===== config.mk =====
export PLATFORM = sky130hd
export DESIGN_NAME = key_uart_streamer
export DESIGN_NICKNAME = d
export VERILOG_FILES = /design/src/rtl/key_uart_streamer.sv
export SDC_FILE = /design/constraint.sdc
export NUM_CORES = 1
export LEC_CHECK = 0
export CAP_MARGIN = 15
export CORE_MARGIN = 2
export CORE_UTILIZATION = 50
export DETAILED_ROUTE_END_ITERATION = 7
export MAX_ROUTING_LAYER = met4
export PLACE_DENSITY = 0.83
export SYNTH_ARGS = -nofsm -noshare
export SYNTH_HDL_FRONTEND = slang
export SYNTH_SLANG_ARGS = --single-unit

===== constraint.sdc =====
create_clock -name clk_i -period 4.9 [get_ports clk_i]
set_input_delay 0.49 -clock clk_i [delete_from_list [all_inputs] [get_ports clk_i]]
set_output_delay 0.49 -clock clk_i [all_outputs]
set_load 0.02 [all_outputs]

===== src/rtl/key_uart_streamer.sv =====
// Streams a latched 256-bit key to a UART transmitter as a 34-byte frame:
// header, key bytes 0..31, XOR checksum. Aborts on lock loss or per-byte timeout.
module key_uart_streamer #(
  parameter int         CLKS_PER_BIT = 87,
  parameter logic [7:0] HEADER_BYTE  = 8'hA5,
  parameter int         TIMEOUT_CLKS = 12*CLKS_PER_BIT
) (
  input  logic         clk_i,
  input  logic         rst_i,
  input  logic         start_i,
  input  logic         unlocked_i,
  input  logic [255:0] key_i,
  input  logic         tx_done_i,
  output logic         tx_dv_o,
  output logic [7:0]   tx_byte_o,
  output logic         busy_o,
  output logic         done_o,
  output logic         err_o
);

  // state    | meaning
  // S_IDLE   | waiting for start_i while unlocked
  // S_LOAD   | latch key, clear index/checksum/error
  // S_SEND   | one-cycle byte strobe to uart_tx
  // S_WAIT   | wait for tx_done_i, timeout counter running
  // S_NEXT   | advance byte index
  // S_FINISH | done pulse, zeroize key and checksum
  typedef enum logic [2:0] {S_IDLE, S_LOAD, S_SEND, S_WAIT, S_NEXT, S_FINISH} state_t;

  // A non-positive override falls back to the nominal 12 bit times.
  localparam int TMO_MAX = (TIMEOUT_CLKS > 0) ? TIMEOUT_CLKS : 12*CLKS_PER_BIT;
  localparam int TW      = $clog2(TMO_MAX + 1);
  localparam logic [TW-1:0] TMO_LAST = TW'(TMO_MAX - 1);

  state_t         state_q, state_d;
  logic [255:0]   key_q, key_d;
  logic [5:0]     idx_q, idx_d;
  logic [7:0]     cks_q, cks_d;
  logic [TW-1:0]  tmo_q, tmo_d;
  logic           err_q, err_d;

  logic [4:0]     key_sel;
  logic [7:0]     key_byte;
  logic [7:0]     frame_byte;
  logic           is_key_idx;

  // Frame index 0 is the header, 1..32 map to key bytes 0..31, 33 is the checksum.
  assign key_sel    = 5'(idx_q - 6'd1);
  assign key_byte   = key_q[{key_sel, 3'b000} +: 8];
  assign is_key_idx = (idx_q != 6'd0) && (idx_q != 6'd33);

  always_comb begin
    frame_byte = key_byte;
    if (idx_q == 6'd0)       frame_byte = HEADER_BYTE;
    else if (idx_q == 6'd33) frame_byte = cks_q;
  end

  always_ff @(posedge clk_i or negedge rst_i) begin
    if (!rst_i) begin
      state_q <= S_IDLE;
      key_q   <= '0;
      idx_q   <= '0;
      cks_q   <= '0;
      tmo_q   <= '0;
      err_q   <= 1'b0;
    end else begin
      state_q <= state_d;
      key_q   <= key_d;
      idx_q   <= idx_d;
      cks_q   <= cks_d;
      tmo_q   <= tmo_d;
      err_q   <= err_d;
    end
  end

  always_comb begin
    state_d = state_q;
    key_d   = key_q;
    idx_d   = idx_q;
    cks_d   = cks_q;
    tmo_d   = tmo_q;
    err_d   = err_q;
    case (state_q)
      S_IDLE: begin
        if (start_i && unlocked_i) state_d = S_LOAD;
      end
      S_LOAD: begin
        key_d   = key_i;
        idx_d   = '0;
        cks_d   = '0;
        err_d   = 1'b0;
        state_d = S_SEND;
      end
      S_SEND: begin
        tmo_d = '0;
        if (is_key_idx) cks_d = cks_q ^ key_byte;
        state_d = S_WAIT;
      end
      S_WAIT: begin
        if (tx_done_i) begin
          tmo_d   = '0;
          state_d = S_NEXT;
        end else if (tmo_q >= TMO_LAST) begin
          err_d   = 1'b1;
          key_d   = '0;
          state_d = S_IDLE;
        end else begin
          tmo_d = tmo_q + TW'(1);
        end
      end
      S_NEXT: begin
        if (idx_q == 6'd33) begin
          idx_d   = '0;
          state_d = S_FINISH;
        end else begin
          idx_d   = idx_q + 6'd1;
          state_d = S_SEND;
        end
      end
      S_FINISH: begin
        key_d   = '0;
        cks_d   = '0;
        state_d = S_IDLE;
      end
      default: state_d = S_IDLE;
    endcase
    // Losing the unlock overrides everything, including a coincident tx_done_i.
    if ((state_q != S_IDLE) && !unlocked_i) begin
      state_d = S_IDLE;
      err_d   = 1'b1;
      key_d   = '0;
      cks_d   = '0;
      idx_d   = '0;
    end
  end

  assign tx_dv_o   = (state_q == S_SEND) && unlocked_i;
  assign tx_byte_o = ((state_q == S_SEND) || (state_q == S_WAIT)) ? frame_byte : 8'h00;
  assign busy_o    = (state_q != S_IDLE);
  assign done_o    = (state_q == S_FINISH) && unlocked_i;
  assign err_o     = err_q;

endmodule


After elaboration in Yosys (flattened, before gate mapping)
Cells that the tools add are included.
W data, S select, Z words.

cells by class
  muxes and demuxes = 26
  shifts and indexed selects = 1
  equal/unequal tests = 13
  reduce and logical (&&, ||, !) cells = 22
  add/sub/neg operators = 3
  $lt $le $gt $ge = 1
  bitwise operators = 1

operators with widths
  kind                     number
  $mux W256                3
  $pmux W256 S3            1
  $shiftx A256 B9 Y8       1
  $mux W8                  5
  $mux W11                 2
  $pmux W11 S2             1
  $pmux W8 S2              1
  $mux W3                  5
  $ne A3 B3 Y1 const B     5
  $pmux W3 S5              1
  $mux W6                  2
  $pmux W6 S2              1
  $reduce_bool A3 Y1       4
  $add A11 B1 Y11 const B  1
  $ge A11 B11 Y1 const B   1
  $xor A8 B8 Y8            1
  $add A6 B1 Y6 const B    1
  $eq A3 B2 Y1 const B     2
  $eq A3 B3 Y1 const B     2
  $eq A6 B6 Y1 const B     1
  $logic_not A6 Y1         1
  $ne A6 B6 Y1 const B     1
  $reduce_and A2 Y1        3
  $reduce_and A3 Y1        2
  other kinds (13)         19

word-level totals
  output and inout bits = 12
  word-level logic and storage cells = 73
  bits of input ports = 261
  flip-flop bits (word level) = 285

Longest topological paths before layout
Gate-level depths: netlist of the first run.

  word-level depth = 6
  depth in mapped cells = 12
  mapped depth without buffers = 8

Worst setup path before layout of the first run
Ideal clock, no wire load.

  path type = register -> output
  from = register idx_q[0]
  to = output tx_byte_o[1]
  path buffers = 4
  slack = 1988 ps
  data required time = 4410 ps
  stages on the path, launching flop included = 13
  arrival time = 2422 ps
  cells stage by stage = dfrtp_1 > buf_2 > buf_2 > inv_1 > ha_1 > buf_2 > buf_2 > mux4_2 > o21ai_0 > nand3_1 > nand4_1 > o21ai_0 > and2_1

on the way
  cells in the longest elaborated chain, start to end = 5
  elaborated cells on any way between the ends = 7
  those cells by class = add/sub (1); eq/ne (1); shift (1); mux (3); reduce/logical (1)

RTL lines
  item                    line  RTL
  start, declared         37    logic [5:0] idx_q, idx_d;
  start signal, assigned  69    idx_q <= idx_d;
  $sub A5 B1 Y5           48    assign key_sel = 5'(idx_q - 6'd1);
  $shiftx A256 B9 Y8      49    assign key_byte = key_q[{key_sel, 3'b000} +: 8];
  $mux W8                 55    else if (idx_q == 6'd33) frame_byte = cks_q;
  $mux W8 (*)             54    if (idx_q == 6'd0) frame_byte = HEADER_BYTE;
  $mux W8 (*)             138   assign tx_byte_o = ((state_q == S_SEND) || (state_q == S_WAIT)) ? frame_byte : 8'h00;
  end, declared           15    output logic [7:0] tx_byte_o,

Every way passes the cells marked *; elsewhere a longest branch is shown, timed or not.

Final worst setup path of the first run
  from = register idx_q[0]
  to = output tx_byte_o[5]

Same word-level chain as after synthesis.

==> flow_results.org, run 1 <==
** Outcome
- Run status :: finished with violations
- The final reports fail on negative hold slack.

** Placement
- Post-Place Cells :: 2073
- In this run the tool buffered the top-level ports with 272 buffer cells.
- HPWL after DPL :: 30800 µm
- Weighted congestion reported at the end of routability-driven placement :: 0.948

** Power and ir drop
- Sw Ratio :: around a third
- Power density normalized to cell area :: 436 mW/mm²
- Of the total power, registers draw 46.7%.
- Portion of total power attributed to the clock network :: 28.4%
- Switching power of the nets :: around 2.6 mW
- Cell leakage power :: 7.73 nW
- Overall power consumption after layout is estimated at 7.91 mW.
- Worst vdd rail ir drop :: ~0.00026 V
- In this run, the combinational gates consume between 20 and 25% of the power.
- Internal power comes to around 5.3 mW.

** Floorplan
- The die is ~170 µm tall.
- Std cell rows :: 61
- The die covers 0.0299 mm².
- From left edge to right edge, the die measures 173 µm.
- The initial utilization of the core area, before any placement, comes to between 50 and 60%.
- Core area :: 0.0279 mm²
- Number of I/O pins :: 273

** Clocking
- In this run the deepest clock path goes through 3 buffers.
- For the worst-skew pair, the clock arrives at the later sink with an insertion delay of approximately 0.57 ns.
- Number of clock sinks :: 285
- The number of hold buffers added after CTS was 0.
- After clock tree synthesis, the clock-pin slew on the worst setup and hold paths is 0.06 ns.
- TritonCTS Buffers :: 30
- CTS built an H-tree with a depth of 1.
- TritonCTS built the clock tree.
- Clock root buffer :: sky130_fd_sc_hd__clkbuf_16

** GRT
- Vias in the first global route :: 12300
- Entering global routing, the biggest net connects 127 pins.
- The first global-routing pass estimated 68600 µm of wire.
- Overall global routing resource usage :: between 20% and 30%
- Initial antenna violation count :: 0
- Global routing finished with a remaining overflow of 0.

** Final layout
- Once layout is complete, the cells apart from fillers number 2128.
- Area of combinational cells with multiple inputs :: approximately 0.0056 mm²
- Register Area :: 0.00714 mm²
- The number of antenna diodes in the final layout is 0.
- Number of fillers in the final layout :: approximately 2200
- Once layout is complete, the utilization of the core stands at 65.0%.
- Post-synthesis to final-layout area growth :: 27.2%
- Of the cells placed in the final design, the portion with a size suffix greater than 1 is 8.23%.
- In the final design database the tool counted 1994 nets.

** Setup path
- Required time at the endpoint of the critical path :: 4.41 ns
- Worst path arrival time :: 3.98 ns
- In this run the worst path has a maximum fanout of 34.
- The worst setup path is launched from a register.
- STA classifies the critical path endpoint as an output port.
- Path type of the worst setup path :: reg2out

** Timing
- After layout, the worst path uses 91.1% of the clock period.
- Across the routed clock network, the largest skew measured is 0.0212 ns.
- Setup repair after global routing left no endpoint under its margin.
- Counting I/O delays and the setup requirement, the final critical path takes ~4.5 ns.
- Final-report hold violation count :: 19
- Setup violations remaining at the end of the flow were counted as 0.
- Worst relative slew slack :: 27.2%
- For the final routed database, the setup TNS stands at 0 ns.
- Static timing analysis puts the maximum clock frequency at 224 MHz.
- The tightest hold path in the finished design has a slack of -0.0239 ns.
- Max-slew violation count :: 0
- Pin slew with the least headroom to its limit :: 1.09 ns

** Detailed routing
- In the routed design, unresolved DRC markers number 0.
- Wirelength, routed :: between 40000 and 50000 µm
- Detailed routing inserted a total of around 13000 vias.
- Via/cell ratio :: 5.89
- Dividing the detail-routed wire length by the instance count gives 20.6 µm.
- Post-route antenna net violation count :: 0
- 1st-pass router iterations :: 6
- In this run, the number of DRC markers left after iteration 0 of detailed routing was 1583.

** Synthesis
- The share of the Yosys chip area taken by registers is between 40% and 50%.
- Averaged over all synthesized cells, the footprint is 9.38 µm².
- Synthesis-stage register bit count :: 285
- Synthesis instantiated 42 different standard cells from the library.
- The synthesized netlist occupies a cell area of around 0.014 mm².
- After synthesis, the cell types taking the most area are sky130_fd_sc_hd__dfrtp_1 50%, sky130_fd_sc_hd__nand3_1 11%, sky130_fd_sc_hd__mux4_2 10%, sky130_fd_sc_hd__o21ai_1 9.2%, sky130_fd_sc_hd__inv_1 6.9%.
- The synthesized design contains 0 enable-type register cells.
- Share of Yosys cell area claimed by the top area cell type :: 50.0%
- Post-Syn Instances :: approximately 1500
- Async S/R FF share, synth :: 100%
- Top flip-flop cell by instance count after synthesis :: sky130_fd_sc_hd__dfrtp_1
- Number of nets in the synthesized netlist :: 1788
- Yosys printed 0 warnings.
- Ranked by instance count, the synthesized netlist is headed by 326 x sky130_fd_sc_hd__nand3_1, 285 x sky130_fd_sc_hd__dfrtp_1, 262 x sky130_fd_sc_hd__inv_1.
- Among all cell types in the netlist, the one instantiated most often is sky130_fd_sc_hd__nand3_1.
- sky130_fd_sc_hd__dfrtp_1 takes more of the synthesized area than any other cell.

** Hold path
- Hold/Removal Path Class :: in2async

** Run
- Max-cap check violation count :: 0
-- flip-flops by register name, indices dropped and copies added, names as in the netlist --
name	flops
err_o	1
idx_q	6
state_q	3
cks_q	8
key_q	256
tmo_q	11
-- critical path, stage by stage (launching register included) --
cell	delay [ns]
sky130_fd_sc_hd__dfrtp_4	0.65
sky130_fd_sc_hd__inv_1	0.15
sky130_fd_sc_hd__ha_4	0.65
sky130_fd_sc_hd__buf_12	0.28
sky130_fd_sc_hd__mux4_2	0.21
sky130_fd_sc_hd__o21ai_0	0.11
sky130_fd_sc_hd__nand3_1	0.18
sky130_fd_sc_hd__nand4_1	0.22
sky130_fd_sc_hd__a21oi_1	0.28
sky130_fd_sc_hd__clkdlybuf4s50_1	0.64
-- area by class of cell --
class	instances	share of cell area [%]
multi-input combinational	854	30.8
clock inverter	11	0.517
sequential	285	39.3
clock buffer	43	4.84
timing repair buffer	295	16.5
inverter	262	5.42
tap	378	2.60
-- what timing repair did --
item / 4_1_cts / 5_1_grt
endpoints found under the setup margin: 0 / 1
resized for setup: 0 / 0
buffers inserted: 0 / 1
-- power by group through the flow --
stage | sequential, mW | combinational [mW] | clock (mW)
6_report | 3.70 | 1.97 | 2.25
5_1_grt | 3.74 | 2.19 | 2.36
4_1_cts | 3.66 | 1.96 | 2.26
3_5_place_dp | 3.67 | 1.93 | 0
3_3_place_gp | 3.69 | 1.85 | 0
2_1_floorplan | 3.36 | 1.35 | 0
-- worst paths after layout --
path / startpoint / endpoint / slack, ns / depth (start not counted)
max: idx_q[0] / tx_byte_o[5] / 0.43 / 9
min: rst_i / key_q[152] / -0.02 / 1
max reg2reg: idx_q[0] / cks_q[7] / 1.77 / 9
min reg2reg: key_q[180] / key_q[180] / 0.52 / 2
max in group asynchronous: rst_i / key_q[102] / 3.62 / 2
min in group clk_i: key_i[82] / key_q[82] / 0.47 / 3
-- metrics by stage --
stage / instance area (µm²) / hold slack [ns] / worst slack [ns]
after floorplan: 14300 / 0.194 / 1.99
after global placement: 17200 / 0.492 / 0.977
after detailed placement: 17200 / 0.513 / 0.827
after CTS: 18100 / 0.000872 / 0.232
after global routing: 18200 / 0.0441 / 0.271
final: 18200 / -0.0239 / 0.435
-- logic make-up after synthesis --
logic type / count (synthesis) / synth area share [%]
buffers and inverters: 383 / 11.1
DFF: 285 / 50.0
AOI/OAI and AO/OA: 373 / 13.5
and+or+nand+nor: 408 / 14.6
adders and majority gates: 5 / 0.438
muxes: 64 / 10.1
xor gates and xnor gates: 4 / 0.245
-- per-layer routing --
layer  share of wire [%]  track usage [%]
met5                   0                -
met4                 3.5             9.89
met3                 9.6             6.51
met2                  46             44.7
met1                  41             40.8
-- cell usage in the layout (no fill, tap or decap), types with 4 or more instances in the layout --
cell,instances
sky130_fd_sc_hd__clkdlybuf4s50_1,271
sky130_fd_sc_hd__ha_1,4
sky130_fd_sc_hd__buf_12,8
sky130_fd_sc_hd__clkinv_2,8
sky130_fd_sc_hd__nand2b_1,7
sky130_fd_sc_hd__o21ai_1,260
sky130_fd_sc_hd__or3_1,8
sky130_fd_sc_hd__nor2_1,13
sky130_fd_sc_hd__o21ai_0,69
sky130_fd_sc_hd__inv_1,262
sky130_fd_sc_hd__clkbuf_8,8
sky130_fd_sc_hd__buf_4,15
sky130_fd_sc_hd__nand4_1,9
sky130_fd_sc_hd__nand2_1,18
sky130_fd_sc_hd__nand3_1,326
sky130_fd_sc_hd__clkbuf_1,5
sky130_fd_sc_hd__mux4_2,64
sky130_fd_sc_hd__dfrtp_1,284
sky130_fd_sc_hd__clkbuf_16,30
sky130_fd_sc_hd__a21oi_1,26
sky130_fd_sc_hd__and2_1,8
sky130_fd_sc_hd__and3_1,6
sky130_fd_sc_hd__nor2b_1,4
(Power assumes the default switching activity.)
==> run 2: changes to the inputs <==
- HOLD_SLACK_MARGIN: not set -> 0.03
==> run 2 against run 1 <==
Non-clock buffer count is 1 higher. First-iteration DRC count is 2.1% lower. Largest cell class unchanged. The flow now finishes without violations. Die area stayed put. Clock power hardly changed. Clock skew is 0.0028 ns lower. Clock-buffer cell count stayed put. Largest power group unchanged.
==> flow_results.org, run 2 (same netlist as run 1, synthesis figures left out) <==
** Power and ir drop
- Overall power consumption :: 7.91 mW (about the same)
- Switching power of the nets :: 2.61 mW (about the same)
- Logic pwr share :: 24.9% (about the same)
- The fraction of power consumed by the clock network came to 28.4% (about the same).
- The leakage power figure was 7.73 nW (about the same).
- Sw Ratio :: 33.0% (about the same)
- The power density normalized to cell area came to 435 mW/mm² (about the same).
- Worst vdd rail ir drop :: 0.000254 V (-1.5%)
- Cell internal power dissipation :: 5.30 mW (about the same)
- The sequential share of power is 46.7% (about the same).

** Final layout
- Area of combinational cells with multiple inputs :: 0.00559 mm² (unchanged)
- The number of nets in the layout is 1995 (+0.050%).
- The number of fill cells in the layout is 2172 (-0.046%).
- Leading cell types in the layout, fill and taps excluded :: 326 x sky130_fd_sc_hd__nand3_1, 284 x sky130_fd_sc_hd__dfrtp_1, 271 x sky130_fd_sc_hd__clkdlybuf4s50_1, 262 x sky130_fd_sc_hd__inv_1, 260 x sky130_fd_sc_hd__o21ai_1
- The area growth from synthesis to layout is 27.3% (about the same).
- The register area was 0.00714 mm² (unchanged).
- Flip-flop count of the largest register after layout :: 256 (unchanged)
- key_q holds more flip-flops than any other register.
- Fraction of layout cells with a size suffix above 1 :: 8.22% (about the same)
- Leaving out fill and tap cells, the most frequent cell in the layout is sky130_fd_sc_hd__nand3_1.
- Number of diodes added for antenna fixing :: 0 (unchanged)
- Biggest registers after layout :: key_q (256), tmo_q (11), cks_q (8)

** Setup path
- The worst setup path is launched from a register.
- The largest fanout of any net on the critical path is 34 (unchanged).
- STA classifies the critical path endpoint as an output port.
- Path type of the worst setup path :: reg2out
- The worst reg2reg path depth was 9 (unchanged).
- The data required time of the worst path is 4.41 ns (about the same).
- The arrival time at the worst endpoint was 3.99 ns (about the same).

** Timing
- Setup repair after global routing missed its margin :: false
- The worst setup margin is 0.416 ns (-0.0184 ns).
- The setup-violating endpoint count in the final report is 0 (unchanged).
- The final setup TNS came to 0 ns (unchanged).
- Final Critical Period :: 4.48 ns (+0.0184 ns)
- The number of pins exceeding their max-slew limit in the final report was 0 (unchanged).
- Final period utilization :: 91.5% (+0.38 points)
- Pin slew with the least headroom to its limit :: 1.09 ns (-0.00369 ns)
- The worst max-slew margin expressed relative to the limit came to 27.4% (+0.25 points).
- The final worst hold slack is 0.471 ns (+0.495 ns).
- The top achievable clock speed came to 223 MHz (-0.41%).
- Final-report hold violation count :: 0 (-19)
- The setup skew after layout is 0.0184 ns (-0.00280 ns).

** GRT
- The pin count of the biggest net entering global routing came to 127 (unchanged).
- First-pass GRT wire length :: 68600 µm (about the same)
- Overall global routing resource usage :: 29.9% (about the same)
- Initial antenna violation count :: 0 (unchanged)
- The number of global-route vias before repair was 12300 (+0.081%).
- The remaining global-route overflow is 0 (unchanged).

** Placement
- Placement Setup Slack :: 0.827 ns (unchanged)
- HPWL after DPL :: 30800 µm (unchanged)
- Weighted congestion reported at the end of routability-driven placement :: 0.948 (unchanged)
- Port bufs :: 272 (unchanged)

** Floorplan
- The die height is 173 µm (unchanged).
- The full die area came to 0.0299 mm² (unchanged).
- The row count came to 61 (unchanged).
- Core area :: 0.0279 mm² (unchanged)
- Chip Width :: 173 µm (unchanged)
- The starting utilization of the core area was 51.1% (unchanged).
- Number of I/O pins :: 273 (unchanged)

** Clocking
- TritonCTS built the clock tree.
- H-tree depth :: 1 (unchanged)
- TritonCTS Buffers :: 30 (unchanged)
- The clock transition at the register clock pins on the worst setup and hold paths after CTS came to 0.06 ns (about the same).
- Clock latency on the worst-skew pair :: 0.57 ns (about the same)
- Clock root buffer :: sky130_fd_sc_hd__clkbuf_16
- The post-CTS resize count was 0 (unchanged).
- The deepest clock path buffer count came to 3 (unchanged).
- Number of clock sinks :: 285 (unchanged)

** Detailed routing
- Post-route antenna net violation count :: 0 (unchanged)
- Drt drc :: 0 (unchanged)
- Wirelength, routed :: 43800 µm (about the same)
- The count of vias placed by the detailed router was 12500 (-0.040%).
- The number of vias per cell after detailed routing is 5.89 (about the same).
- The first-pass detailed-route iteration total was 6 (unchanged).
- The wire length per cell is 20.6 µm (about the same).
- The initial detailed-routing violation count came to 1549 (-2.1%).

** Outcome
- The flow ran to the end, and the final reports show no timing, DRC or antenna violations.

** Hold path
- Along the worst hold path, the cell count comes to 3.
- Hold/Removal Path Class :: in2reg

** Run
- Max-cap check violation count :: 0 (unchanged)
==> run 2: layout make-up <==
class,count,share of cell area [%]
Clock buffer,43,4.84
Clock inverter,11,0.516
Inverter,262,5.41
Multi-Input combinational cell,854,30.8
Sequential cell,285,39.3
Tap cell,378,2.60
Timing Repair Buffer,296,16.6
==> run 2: metrics by stage <==
step / instances / util [%] / area [µm²]
2_1_floorplan: 1522 / - / 14300
3_3_place_gp: 2073 / 61.4 / 17200
3_5_place_dp: 2073 / 61.4 / 17200
4_1_cts: 2128 / 65.0 / 18100
5_1_grt: 2129 / 65.0 / 18200
6_report: 2129 / 65.0 / 18200
==> run 2: metal layers <==
layer	vias up	share of wire, %	track usage [%]
met5	-	0	-
met4	0	3.3	9.89
met3	84	10	6.49
met2	739	46	44.8
met1	6060	40	40.8
li1	5653	-	-
==> run 2: power groups by stage <==
stage                     logic (mW)  registers [mW]  clock network, mW
after floorplan                 1.35            3.36                  0
final                           1.97            3.69               2.25
after CTS                       1.96            3.66               2.26
after global routing            2.19            3.74               2.36
after detailed placement        1.93            3.67                  0
after global placement          1.85            3.69                  0
==> run 2: critical path, stage by stage (launching register included) <==
cell	delay [ns]
sky130_fd_sc_hd__dfrtp_4	0.65
sky130_fd_sc_hd__inv_1	0.15
sky130_fd_sc_hd__ha_4	0.66
sky130_fd_sc_hd__buf_12	0.29
sky130_fd_sc_hd__mux4_2	0.21
sky130_fd_sc_hd__o21ai_0	0.11
sky130_fd_sc_hd__nand3_1	0.19
sky130_fd_sc_hd__nand4_1	0.22
sky130_fd_sc_hd__a21oi_1	0.28
sky130_fd_sc_hd__clkdlybuf4s50_1	0.65
==> run 2: worst paths after layout <==
path / from / endpoint / slack (ns)
worst max-delay path: idx_q[0] / tx_byte_o[5] / 0.42
worst min-delay path: key_i[82] / key_q[82] / 0.47
worst max register to register: idx_q[0] / cks_q[5] / 1.76
worst min register to register: key_q[180] / key_q[180] / 0.52
max in group asynchronous: rst_i / key_q[119] / 3.00
min in group asynchronous: rst_i / tmo_q[5] / 0.56
==> run 2: timing repair <==
action,4_1_cts,5_1_grt
setup endpoints to repair,0,1
hold buffers,1,0
hold endpoints to repair,73,0
setup buffers,0,1
==> run 3: changes to the inputs <==
- ABC_CLOCK_PERIOD_IN_PS: not set -> 4900
==> results of run 3 <==
No change in the layout: final DEF, timing and power equal those of run 2.
